`config.mk`:
```
export PLATFORM = sky130hd
export DESIGN_NAME = coin_payout_flat
export DESIGN_NICKNAME = d
export VERILOG_FILES = /design/src/rtl/coin_payout_if.sv /design/src/rtl/coin_payout.sv /design/src/flat_wrapper.sv
export SDC_FILE = /design/constraint.sdc
export NUM_CORES = 1
export LEC_CHECK = 0
export ABC_AREA = 1
export CAP_MARGIN = 10
export CORE_MARGIN = 2
export CORE_UTILIZATION = 49
export DETAILED_ROUTE_END_ITERATION = 10
export GPL_TIMING_DRIVEN = 0
export MAX_ROUTING_LAYER = met4
export PLACE_DENSITY = 0.72
export SLEW_MARGIN = 15
export SYNTH_ARGS = -nofsm -noshare
export SYNTH_HDL_FRONTEND = slang
export SYNTH_SLANG_ARGS = --single-unit
```
`constraint.sdc`:
```
create_clock -name clk -period 1.8 [get_ports clk]
set_input_delay 0.45 -clock clk [delete_from_list [all_inputs] [get_ports clk]]
set_output_delay 0.45 -clock clk [all_outputs]
set_load 0.01 [all_outputs]
```
`src/rtl/coin_payout_if.sv`:
```
// ---------------------------------------------------------------------------
// coin_payout_if -- request/hopper/status bundle for the coin_payout block.
//
// Signals
//   start      : request to pay out 'amount' (sampled only in IDLE)
//   amount     : change to return, Rs0..31
//   coin_ack   : hopper has taken the presented coin
//   refill     : restock all denominations (honoured only in IDLE)
//   coin_out   : coin code 001=Rs1 010=Rs2 011=Rs5 100=Rs10 000=none
//   coin_valid : coin_out is valid
//   busy       : controller is not idle
//   done       : one-cycle pulse at the end of every request
//   short      : last request could not be fully paid
//   remaining  : amount still owed
//   empty      : per-denomination stock-empty flags {Rs10, Rs5, Rs2, Rs1}
//   state      : IDLE=00 SELECT=01 ISSUE=10 DONE=11
//
// Modports
//   master : the requester / hopper side (drives start, amount, coin_ack, refill)
//   slave  : the payout controller
// ---------------------------------------------------------------------------
interface coin_payout_if;
    logic       start;
    logic [4:0] amount;
    logic       coin_ack;
    logic       refill;
    logic [2:0] coin_out;
    logic       coin_valid;
    logic       busy;
    logic       done;
    logic       short;
    logic [4:0] remaining;
    logic [3:0] empty;
    logic [1:0] state;

    modport master (
        output start, amount, coin_ack, refill,
        input  coin_out, coin_valid, busy, done, short, remaining, empty, state
    );

    modport slave (
        input  start, amount, coin_ack, refill,
        output coin_out, coin_valid, busy, done, short, remaining, empty, state
    );
endinterface

```
`src/rtl/coin_payout.sv`:
```
// ---------------------------------------------------------------------------
// coin_payout -- greedy change dispenser with per-denomination stock.
//
// Pays out a requested amount one coin at a time, always choosing the largest
// denomination that both fits in the amount still owed and is in stock. Each
// coin is presented on coin_out/coin_valid until the hopper acknowledges it.
// If no coin fits while money is still owed, the request ends with short=1.
//
// Ports
//   clk   : single clock, rising edge
//   rst_n : asynchronous active-low reset (stocks return to INIT_STOCK)
//   bus   : coin_payout_if.slave -- request, hopper handshake and status
//
// Parameter
//   INIT_STOCK : coins per denomination after reset / refill (0..15)
//
// All outputs come straight from flops.
// ---------------------------------------------------------------------------
module coin_payout #(
    parameter int INIT_STOCK = 15
) (
    input  logic         clk,
    input  logic         rst_n,
    coin_payout_if.slave bus
);

    localparam logic [1:0] ST_IDLE   = 2'b00;
    localparam logic [1:0] ST_SELECT = 2'b01;
    localparam logic [1:0] ST_ISSUE  = 2'b10;
    localparam logic [1:0] ST_DONE   = 2'b11;

    localparam logic [3:0] INIT_CNT = 4'(INIT_STOCK);

    // Denomination index 0..3 = Rs1, Rs2, Rs5, Rs10; coin code is index+1.
    function automatic logic [4:0] coin_value(input logic [1:0] idx);
        case (idx)
            2'd0:    coin_value = 5'd1;
            2'd1:    coin_value = 5'd2;
            2'd2:    coin_value = 5'd5;
            default: coin_value = 5'd10;
        endcase
    endfunction

    logic [1:0] state_q,      state_d;
    logic [2:0] coin_out_q,   coin_out_d;
    logic       coin_valid_q, coin_valid_d;
    logic       busy_q,       busy_d;
    logic       done_q,       done_d;
    logic       short_q,      short_d;
    logic [4:0] remaining_q,  remaining_d;
    logic [3:0] empty_q,      empty_d;
    logic [1:0] sel_q,        sel_d;      // denomination being presented
    logic [3:0] stock_q [4];
    logic [3:0] stock_d [4];

    logic [3:0] eligible;
    logic       found;
    logic [1:0] pick;

    // A denomination is eligible when it fits in what is owed and is in
    // stock; this is what keeps both remaining and the stocks from wrapping.
    generate
        for (genvar gi = 0; gi < 4; gi++) begin : g_denom
            assign eligible[gi] = (stock_q[gi] != 4'd0) &&
                                  (coin_value(2'(gi)) <= remaining_q);
            assign empty_d[gi]  = (stock_d[gi] == 4'd0);

            always_ff @(posedge clk or negedge rst_n) begin
                if (!rst_n) begin
                    stock_q[gi] <= INIT_CNT;
                end else begin
                    stock_q[gi] <= stock_d[gi];
                end
            end
        end
    endgenerate

    // Largest eligible denomination wins.
    always_comb begin
        found = (eligible != 4'b0000);
        pick  = 2'd0;
        if (eligible[3]) begin
            pick = 2'd3;
        end else if (eligible[2]) begin
            pick = 2'd2;
        end else if (eligible[1]) begin
            pick = 2'd1;
        end
    end

    always_comb begin
        state_d      = state_q;
        coin_out_d   = coin_out_q;
        coin_valid_d = coin_valid_q;
        done_d       = 1'b0;
        short_d      = short_q;
        remaining_d  = remaining_q;
        sel_d        = sel_q;
        for (int i = 0; i < 4; i++) begin
            stock_d[i] = stock_q[i];
        end

        case (state_q)
            ST_IDLE: begin
                // Refill lands on the same edge that accepts start, so the
                // first SELECT already sees the restocked counters.
                if (bus.refill) begin
                    for (int i = 0; i < 4; i++) begin
                        stock_d[i] = INIT_CNT;
                    end
                end
                if (bus.start) begin
                    short_d     = 1'b0;
                    remaining_d = bus.amount;
                    if (bus.amount != 5'd0) begin
                        state_d = ST_SELECT;
                    end else begin
                        state_d = ST_DONE;
                        done_d  = 1'b1;
                    end
                end
            end

            ST_SELECT: begin
                if (remaining_q == 5'd0) begin
                    state_d = ST_DONE;
                    done_d  = 1'b1;
                end else if (found) begin
                    sel_d        = pick;
                    coin_out_d   = {1'b0, pick} + 3'd1;
                    coin_valid_d = 1'b1;
                    state_d      = ST_ISSUE;
                end else begin
                    // Nothing fits: give up with the debt still recorded.
                    short_d = 1'b1;
                    state_d = ST_DONE;
                    done_d  = 1'b1;
                end
            end

            ST_ISSUE: begin
                if (bus.coin_ack) begin
                    remaining_d    = remaining_q - coin_value(sel_q);
                    stock_d[sel_q] = stock_q[sel_q] - 4'd1;
                    coin_valid_d   = 1'b0;
                    coin_out_d     = 3'b000;
                    state_d        = ST_SELECT;
                end
            end

            default: begin  // ST_DONE: done is high for exactly this cycle
                state_d = ST_IDLE;
            end
        endcase

        busy_d = (state_d != ST_IDLE);
    end

    always_ff @(posedge clk or negedge rst_n) begin
        if (!rst_n) begin
            state_q      <= ST_IDLE;
            coin_out_q   <= 3'b000;
            coin_valid_q <= 1'b0;
            busy_q       <= 1'b0;
            done_q       <= 1'b0;
            short_q      <= 1'b0;
            remaining_q  <= 5'd0;
            empty_q      <= (INIT_CNT == 4'd0) ? 4'b1111 : 4'b0000;
            sel_q        <= 2'd0;
        end else begin
            state_q      <= state_d;
            coin_out_q   <= coin_out_d;
            coin_valid_q <= coin_valid_d;
            busy_q       <= busy_d;
            done_q       <= done_d;
            short_q      <= short_d;
            remaining_q  <= remaining_d;
            empty_q      <= empty_d;
            sel_q        <= sel_d;
        end
    end

    assign bus.state      = state_q;
    assign bus.coin_out   = coin_out_q;
    assign bus.coin_valid = coin_valid_q;
    assign bus.busy       = busy_q;
    assign bus.done       = done_q;
    assign bus.short      = short_q;
    assign bus.remaining  = remaining_q;
    assign bus.empty      = empty_q;

endmodule

```
`src/flat_wrapper.sv`:
```
// flat-port wrapper written by rule: the top's interface ports become plain ports
module coin_payout_flat 
#(
    parameter int INIT_STOCK = 15
)
  (clk, rst_n, bus_start, bus_amount, bus_coin_ack, bus_refill, bus_coin_out, bus_coin_valid, bus_busy, bus_done, bus_short, bus_remaining, bus_empty, bus_state);
  coin_payout_if bus_i ();
  input  logic clk;
  input  logic rst_n;
  input wire logic [$bits(bus_i.start)-1:0] bus_start;
  input wire logic [$bits(bus_i.amount)-1:0] bus_amount;
  input wire logic [$bits(bus_i.coin_ack)-1:0] bus_coin_ack;
  input wire logic [$bits(bus_i.refill)-1:0] bus_refill;
  output wire logic [$bits(bus_i.coin_out)-1:0] bus_coin_out;
  output wire logic [$bits(bus_i.coin_valid)-1:0] bus_coin_valid;
  output wire logic [$bits(bus_i.busy)-1:0] bus_busy;
  output wire logic [$bits(bus_i.done)-1:0] bus_done;
  output wire logic [$bits(bus_i.short)-1:0] bus_short;
  output wire logic [$bits(bus_i.remaining)-1:0] bus_remaining;
  output wire logic [$bits(bus_i.empty)-1:0] bus_empty;
  output wire logic [$bits(bus_i.state)-1:0] bus_state;
  assign bus_i.start = bus_start;
  assign bus_i.amount = bus_amount;
  assign bus_i.coin_ack = bus_coin_ack;
  assign bus_i.refill = bus_refill;
  assign bus_coin_out = bus_i.coin_out;
  assign bus_coin_valid = bus_i.coin_valid;
  assign bus_busy = bus_i.busy;
  assign bus_done = bus_i.done;
  assign bus_short = bus_i.short;
  assign bus_remaining = bus_i.remaining;
  assign bus_empty = bus_i.empty;
  assign bus_state = bus_i.state;
  coin_payout #(.INIT_STOCK(INIT_STOCK)) u_core (.clk(clk), .rst_n(rst_n), .bus(bus_i));
endmodule
```
==> results by group, run 1 <==
Outcome
  • Status: complete, but fails checks
  • Failing checks: negative setup slack

Synth
  • Cells after synthesis: about 300
  • Syn_area_per_cell: between 7 and 8 um2
  • Netlist cell types: 28
  • Seq/Total Area, Yosys: 43.2%
  • Simple-Gate Fraction of Synth Area: a little under a third
  • Post-synthesis mux area share: 0%
  • Post-Synth Adder-Cell Area: approximately 3.9%
  • Syn Nets: between 300 and 400
  • Post-synthesis compound-gate area fraction: 11.1%
  • Xor and xnor area share after synthesis: less than 1%
  • Yosys warns: 0
  • Yosys reg bits: 36
  • Main combinational cell family by area after synthesis: simple AND/OR/NAND/NOR gates
  • Mapped Area: between 0.002 and 0.0025 mm2

Timing
  • Unrepaired setup endpoints after global routing: yes
  • Part of the cycle the worst path needs: 101%
  • Worst slew margin: between 70% and 80%
  • WHS: a little over 0.07 ns
  • Slew @ Worst Pin: 0.386 ns
  • Fmax: around 550 MHz
  • Final setup violation count: 1
  • Fin Setup TNS: -0.0252 ns
  • Setup Skew: between 0.006 and 0.007 ns
  • Final hold vios: 0
  • PnR worst setup slack: -0.0252 ns
  • Max Slew Vio Count: 0
  • Fin crit period: 1.83 ns

Critical path
  • Crit-path max cell delay: between 0.4 and 0.5 ns
  • Worst Path Buf+Inv: 3
  • R2r setup slk: -0.03 ns
  • Critical Path AT: around 2 ns
  • Top delay family on crit path: adder cells
  • Critical Path RT: about 2 ns
  • R2R depth: 12
  • Reg2reg end: u_core.bus.remaining[4]
  • Worst setup SP type: flop
  • WS Path Type: flop to flop
  • Crit-path max FO: 5
  • Setup crit end kind: flop
  • CP Cell Sequence: buf_8 -> inv_4 -> ha_4 -> fa_2 -> inv_2 -> nand2_2 -> nand2_2 -> a21oi_2 -> nand2_1 -> nand2_1 -> nor2_1 -> o22ai_1
  • Slowest cell on crit path: dfrtp_2
  • Worst reg2reg startpoint: u_core.sel_q[0]

Detailed routing
  • Antenna viol nets, final: 0
  • DR pass1 iterations: 4
  • DR iter-0 viols: 128
  • Via count: 2123
  • WL final: between 5000 and 6000 um
  • Via-to-Cell Ratio: about 5.4
  • WL per Instance: 14.7 um
  • # DRC: 0

Global route
  • Largest net degree at the start of global routing: 22
  • Met1 usage: around 34%
  • Met3 Use GR: 4.76%
  • GRT Total Usage: 24.9%
  • Total grt overflow: 0
  • First-pass GRT wire length: 9470 um
  • Initial antenna violation count: 0
  • Met2 Use GR: between 30% and 40%
  • Vias in the first global route: 2034
  • Grt peak-use layer: met2

Clock tree
  • CTS Root Cell: clkbuf_8
  • Num Clock Sinks: 36
  • CTS clock-pin slew for the worst setup and hold paths: 0.07 ns
  • TritonCTS buffer count: 5
  • H-tree Lvls: 2
  • Clock latency at the later pin of the worst-skew pair: 0.29 ns
  • CTS Hold Bufs: 0
  • Max Root-Sink Buffers: 2
  • CTS tree: yes

Placed design
  • Placer congestion estimate: between 0.9 and 1
  • Dpl hpwl: 4070 um
  • Port bufs: 27

Floorplan
  • FP Rows: 23
  • Initial Utilization: between 50 and 60%
  • Core box area: about 0.0041 mm2
  • Die Height: approximately 70 um
  • Chip Width: roughly 70 um
  • Die Area: approximately 0.005 mm2
  • Ports: 28

Finish
  • Seq. cell area: about 930 um2
  • Filler cells: between 300 and 400
  • Share of post-route cells with drive strength above 1: roughly 28%
  • Area occupied by multi-input gates: approximately 0.0012 mm2
  • Nets: ~360
  • Area delta synth->final: 35.1%
  • Antenna diode count: 0

Min path
  • Hold Path Class: input port to asynchronous set/reset pin

Power
  • Peak VDD IR: 0.895 mV
  • Pwr dens: ~2000 mW/mm2
  • Pleak: around 0.0014 uW

Job
  • Max-Cap Viols: 0
==> Yosys cell counts <==
cell type	instances	share of area, %
nand2_1	94	17
inv_1	51	9.0
nand3_1	31	7.3
o21ai_0	25	5.9
nor2_1	21	3.7
dfrtp_1	20	23
dfstp_2	16	20
a21oi_1	10	2.3
ha_1	5	2.9
nand4_1	4	1.2
buf_2	3	0.70
buf_4	2	0.70
nor2_2	2	0.59
o211ai_1	2	0.70
o22ai_1	2	0.59
a21boi_1	1	0.35
a22oi_1	1	0.35
a31oi_1	1	0.29
clkbuf_1	1	0.18
fa_1	1	0.94
inv_2	1	0.18
nand2_2	1	0.29
nor2_4	1	0.53
nor3_1	1	0.23
o21ai_1	1	0.23
o31ai_1	1	0.35
or2_2	1	0.29
xor2_1	1	0.41
==> state kept, by name (all words and copies together) (netlist names) <==
name,flops
u_core.sel_q,2
u_core.bus.short,1
u_core.bus.busy,1
u_core.bus.coin_valid,1
u_core.bus.done,1
u_core.bus.state,2
u_core.bus.coin_out,3
u_core.bus.empty,4
u_core.stock_q,16
u_core.bus.remaining,5
==> metal layers <==
layer  up-vias  share of wire (%)
met4         0                2.4
met2        78                 47
met1       990                 46
met5         -                  0
li1       1037                  -
met3        18                5.3
==> report_power, final <==
group,internal (uW),total [uW],leakage [uW],switching [uW]
Combinational,1450,3590,0.000947,2140
Sequential,1180,1460,0.000417,286
Clock,275,549,0.0000395,275
Total,2900,5600,0.00140,2700
==> layout by cell type, fill, tap and decap left out, types with 3 or more instances in the layout <==
cell type        Yosys  layout
ha_4                 0       3
o21ai_0             25      17
dfrtp_2              0       4
nand2_2              1      16
clkbuf_8             0       5
nor2_4               1       9
nand3_2              0       7
buf_4                2       9
buf_2                3       4
dfstp_2             16      16
o21ai_1              1       7
a21oi_2              0       9
nand4_1              4       4
nand2_1             94      79
dfrtp_1             20      16
inv_1               51      48
nand3_1             31      24
clkdlybuf4s50_1      0      26
nor2_1              21      14
clkbuf_1             1       4
==> stage by stage <==
stage / area [um2] / util (%) / instances / worst slack (ns) / power [uW]
final: 2880 / 70.4 / 396 / -0.0252 / 5600
after global routing: 2880 / 70.4 / 396 / -0.0931 / 6040
after CTS: 2660 / 65.1 / 392 / 0.00362 / 4910
after detailed placement: 2490 / 60.8 / 379 / -0.547 / 4040
after global placement: 2460 / 60.3 / 378 / -0.493 / 3990
after floorplan: 2130 / - / 301 / 0.0632 / 3170
==> worst max-delay path by stage <==
stage	slack (ns)	to	start	depth (start not counted)
2_1_floorplan	0.06	u_core.bus.remaining[4]	u_core.sel_q[0]	12
3_3_place_gp	-0.49	u_core.bus.empty[3]	rst_n	1
3_5_place_dp	-0.55	u_core.bus.empty[3]	bus_refill	8
4_1_cts	0.004	u_core.bus.remaining[4]	u_core.sel_q[0]	12
5_1_grt	-0.09	u_core.bus.remaining[4]	u_core.sel_q[0]	12
6_report	-0.03	u_core.bus.remaining[4]	u_core.sel_q[0]	12
==> repair_timing <==
item / in CTS / in global routing
buffers inserted: 5 / 4
pin swaps: 3 / 22
resized for setup: 19 / 57
cloned: 0 / 0
setup endpoints to repair: 15 / 21
==> cell type report <==
type	count	area share, %
buffer	6	1.57
clock buffer	8	2.78
inverter	52	7.04
multi-input combinational	207	41.7
sequential	36	32.2
tap	50	2.17
timing repair buffer	37	12.5
==> cells by family after synthesis <==
logic type                 Yosys count
DFF                                 36
AOI/OAI and AO/OA                   44
adders and majority gates            6
and+or+nand+nor                    156
xor gates and xnor gates             1
buffers and inverters               58
Note: power is estimated with default switching activity, not from simulation.
==> inputs of run 2 (changes only) <==
MAX_ROUTING_LAYER = unset   (was met4)
==> run 2 against run 1 <==
- the flow still finishes with violations (negative setup slack)
- first-iteration DRC count decreased by 2.3%
- total power decreased by 2.9%
- core utilization decreased by 1.0 points
- hold slack improved by 0.018 ns
- register-to-register slack about the same
- design area decreased by 1.4%
- global-route usage decreased by 1.1 points
- sequential cell count unchanged
- maximum frequency increased by 0.13%
- wire length decreased by 1.4%
- sequential power about the same
==> results by group, run 2 (same netlist as run 1, synthesis figures left out) <==
Finish
  • Nets: 360 (was 361)
  • Most common cell after layout, fill and taps aside: nand2_1 (unchanged)
  • Top reg by flops: u_core.stock_q (unchanged)
  • Finished layout cell area: 0.00284 mm2 (was 0.00288 mm2)
  • Most frequent cells in the layout: nand2_1, inv_1, nand3_1, clkdlybuf4s50_1, o21ai_0 (was nand2_1, inv_1, clkdlybuf4s50_1)
  • Area delta synth->final: 33.1% (was 35.1%)
  • Filler cells: 374 (was 342)
  • Share of post-route cells with drive strength above 1: 25.2% (was 27.7%)
  • Max reg flops: 16 (unchanged)
  • Area occupied by multi-input gates: 0.00116 mm2 (was 0.00120 mm2)
  • Seq. cell area: 926 um2 (unchanged)
  • Antenna diode count: 0 (unchanged)

Critical path
  • Critical Path RT: 1.97 ns (about the same)
  • Crit-path max FO: 5 (unchanged)
  • WS Path Type: flop to flop (unchanged)
  • Setup crit end kind: flop (unchanged)
  • Worst setup SP type: flop (unchanged)
  • Critical Path AT: 1.99 ns (about the same)

Global route
  • First-pass GRT wire length: 9230 um (was 9470 um)
  • Total grt overflow: 0 (unchanged)
  • Grt peak-use layer: met2 (unchanged)
  • Vias in the first global route: 2002 (was 2034)
  • Initial antenna violation count: 0 (unchanged)
  • GRT Total Usage: 23.9% (was 24.9%)
  • Largest net degree at the start of global routing: 21 (was 22)
  • Met2 Use GR: 37.6% (was 38.1%)
  • Met1 usage: 31.4% (was 33.6%)
  • Met3 Use GR: 4.91% (was 4.76%)

Detailed routing
  • DR pass1 iterations: 5 (was 4)
  • WL final: 5760 um (was 5840 um)
  • Via count: 2124 (was 2123)
  • DR iter-0 viols: 125 (was 128)
  • Antenna viol nets, final: 0 (unchanged)
  • # DRC: 0 (unchanged)
  • WL per Instance: 14.6 um (was 14.7 um)
  • Via-to-Cell Ratio: 5.38 (was 5.36)

Floorplan
  • Die Height: 69.9 um (unchanged)
  • Initial Utilization: 52.1% (unchanged)
  • FP Rows: 23 (unchanged)
  • Ports: 28 (unchanged)
  • Core box area: 0.00409 mm2 (unchanged)
  • Die Area: 0.00489 mm2 (unchanged)
  • Chip Width: 69.9 um (unchanged)

Timing
  • Unrepaired setup endpoints after global routing: yes (unchanged)
  • Fmax: 549 MHz (was 548 MHz)
  • PnR worst setup slack: -0.0228 ns (was -0.0252 ns)
  • Fin crit period: 1.82 ns (was 1.83 ns)
  • Worst slew margin: 70.8% (was 74.3%)
  • Setup Skew: 0.00637 ns (was 0.00624 ns)
  • WHS: 0.0898 ns (was 0.0715 ns)
  • Part of the cycle the worst path needs: 101% (about the same)
  • Slew @ Worst Pin: 0.437 ns (was 0.386 ns)
  • Final hold vios: 0 (unchanged)
  • Final setup violation count: 1 (unchanged)
  • Max Slew Vio Count: 0 (unchanged)

Min path
  • Hold Path Class: input port to asynchronous set/reset pin (unchanged)

Outcome
  • Status: complete, but fails checks (unchanged)
  • Failing checks: negative setup slack (unchanged)

Clock tree
  • Clock latency at the later pin of the worst-skew pair: 0.29 ns (about the same)
  • CTS clock-pin slew for the worst setup and hold paths: 0.07 ns (about the same)
  • H-tree Lvls: 2 (unchanged)
  • CTS Root Cell: clkbuf_8 (unchanged)
  • Max Root-Sink Buffers: 2 (unchanged)
  • CTS tree: yes (unchanged)
  • Num Clock Sinks: 36 (unchanged)
  • TritonCTS buffer count: 5 (unchanged)
  • CTS Hold Bufs: 0 (unchanged)

Placed design
  • Placer congestion estimate: 0.946 (was 0.963)
  • Dpl hpwl: 4090 um (was 4070 um)
  • Cell area after placement: 0.00249 mm2 (unchanged)
  • Port bufs: 27 (unchanged)

Job
  • Max-Cap Viols: 0 (unchanged)

Power
  • Pwr dens: 1920 mW/mm2 (was 1950 mW/mm2)
  • Peak VDD IR: 1.06 mV (was 0.895 mV)
  • Pleak: 0.00139 uW (was 0.00140 uW)
run 2: cell count changes in the layout (fill, tap and decap cells not counted), moves of 2 or more:
cell and change:
nand2_1 +5, nand2_2 -5, a21oi_1 +2, a21oi_2 -2, nand3_1 +2, nand3_2 -2
nor2_2 +2, nor2_4 -2, o21ai_0 +2, o21ai_1 -2
run 2: per-stage QoR:
stage	instances	setup TNS, ns	util, %	power (uW)	setup WS, ns
after floorplan	301	0	-	3170	0.0632
after global placement	378	-18.02	60.3	3980	-0.523
after detailed placement	379	-5.27	60.8	4030	-0.554
after CTS	390	-0.0356	64.9	4890	-0.0356
after global routing	395	-0.675	69.4	5840	-0.114
final	395	-0.0228	69.4	5440	-0.0228
run 2: worst paths after layout:
check / start / endpoint / slack (ns) / depth (start not counted)
max in group asynchronous: rst_n / u_core.stock_q[1] / 1.17 / 2
hold / removal: rst_n / u_core.bus.coin_out[1] / 0.09 / 1
setup / recovery: u_core.sel_q[0] / u_core.bus.remaining[4] / -0.02 / 12
hold reg to reg: u_core.bus.coin_valid / u_core.bus.coin_valid / 0.49 / 2
setup reg to reg: u_core.sel_q[0] / u_core.bus.remaining[4] / -0.02 / 12
min in group clk: u_core.bus.coin_valid / u_core.bus.coin_valid / 0.49 / 2
run 2: report_power, final:
part	leakage, uW	internal, uW	switching (uW)
Combinational	0.000933	1360	2020
Clock	0.0000455	312	281
Sequential	0.000417	1180	287
run 2: cell type report:
class,count,share of cell area [%]
buffer,6,1.46
clock buffer,8,3.18
inverter,52,7.15
multi-input combinational,207,40.9
sequential,36,32.6
tap,50,2.21
timing repair buffer,36,12.4
run 2: worst max-delay path: stages, from the launching register on:
cell	delay [ns]
dfrtp_2	0.46
buf_6	0.16
inv_4	0.04
ha_4	0.15
fa_2	0.35
inv_2	0.07
nand2_2	0.06
nand2_2	0.08
a21oi_2	0.06
nand2_1	0.05
nand2_1	0.04
nor2_1	0.11
o22ai_1	0.07
run 2: routing by layer:
metal / vias up / wire length [um]
li1: 1041 / -
met1: 999 / 2560
met2: 67 / 2660
met3: 17 / 344
met4: 0 / 193
met5: - / 0
run 2: repair_timing:
item / 4_1_cts / 5_1_grt
setup buffers: 3 / 5
endpoints found under the setup margin: 11 / 21
pin swaps: 1 / 13
gates resized for setup: 17 / 45
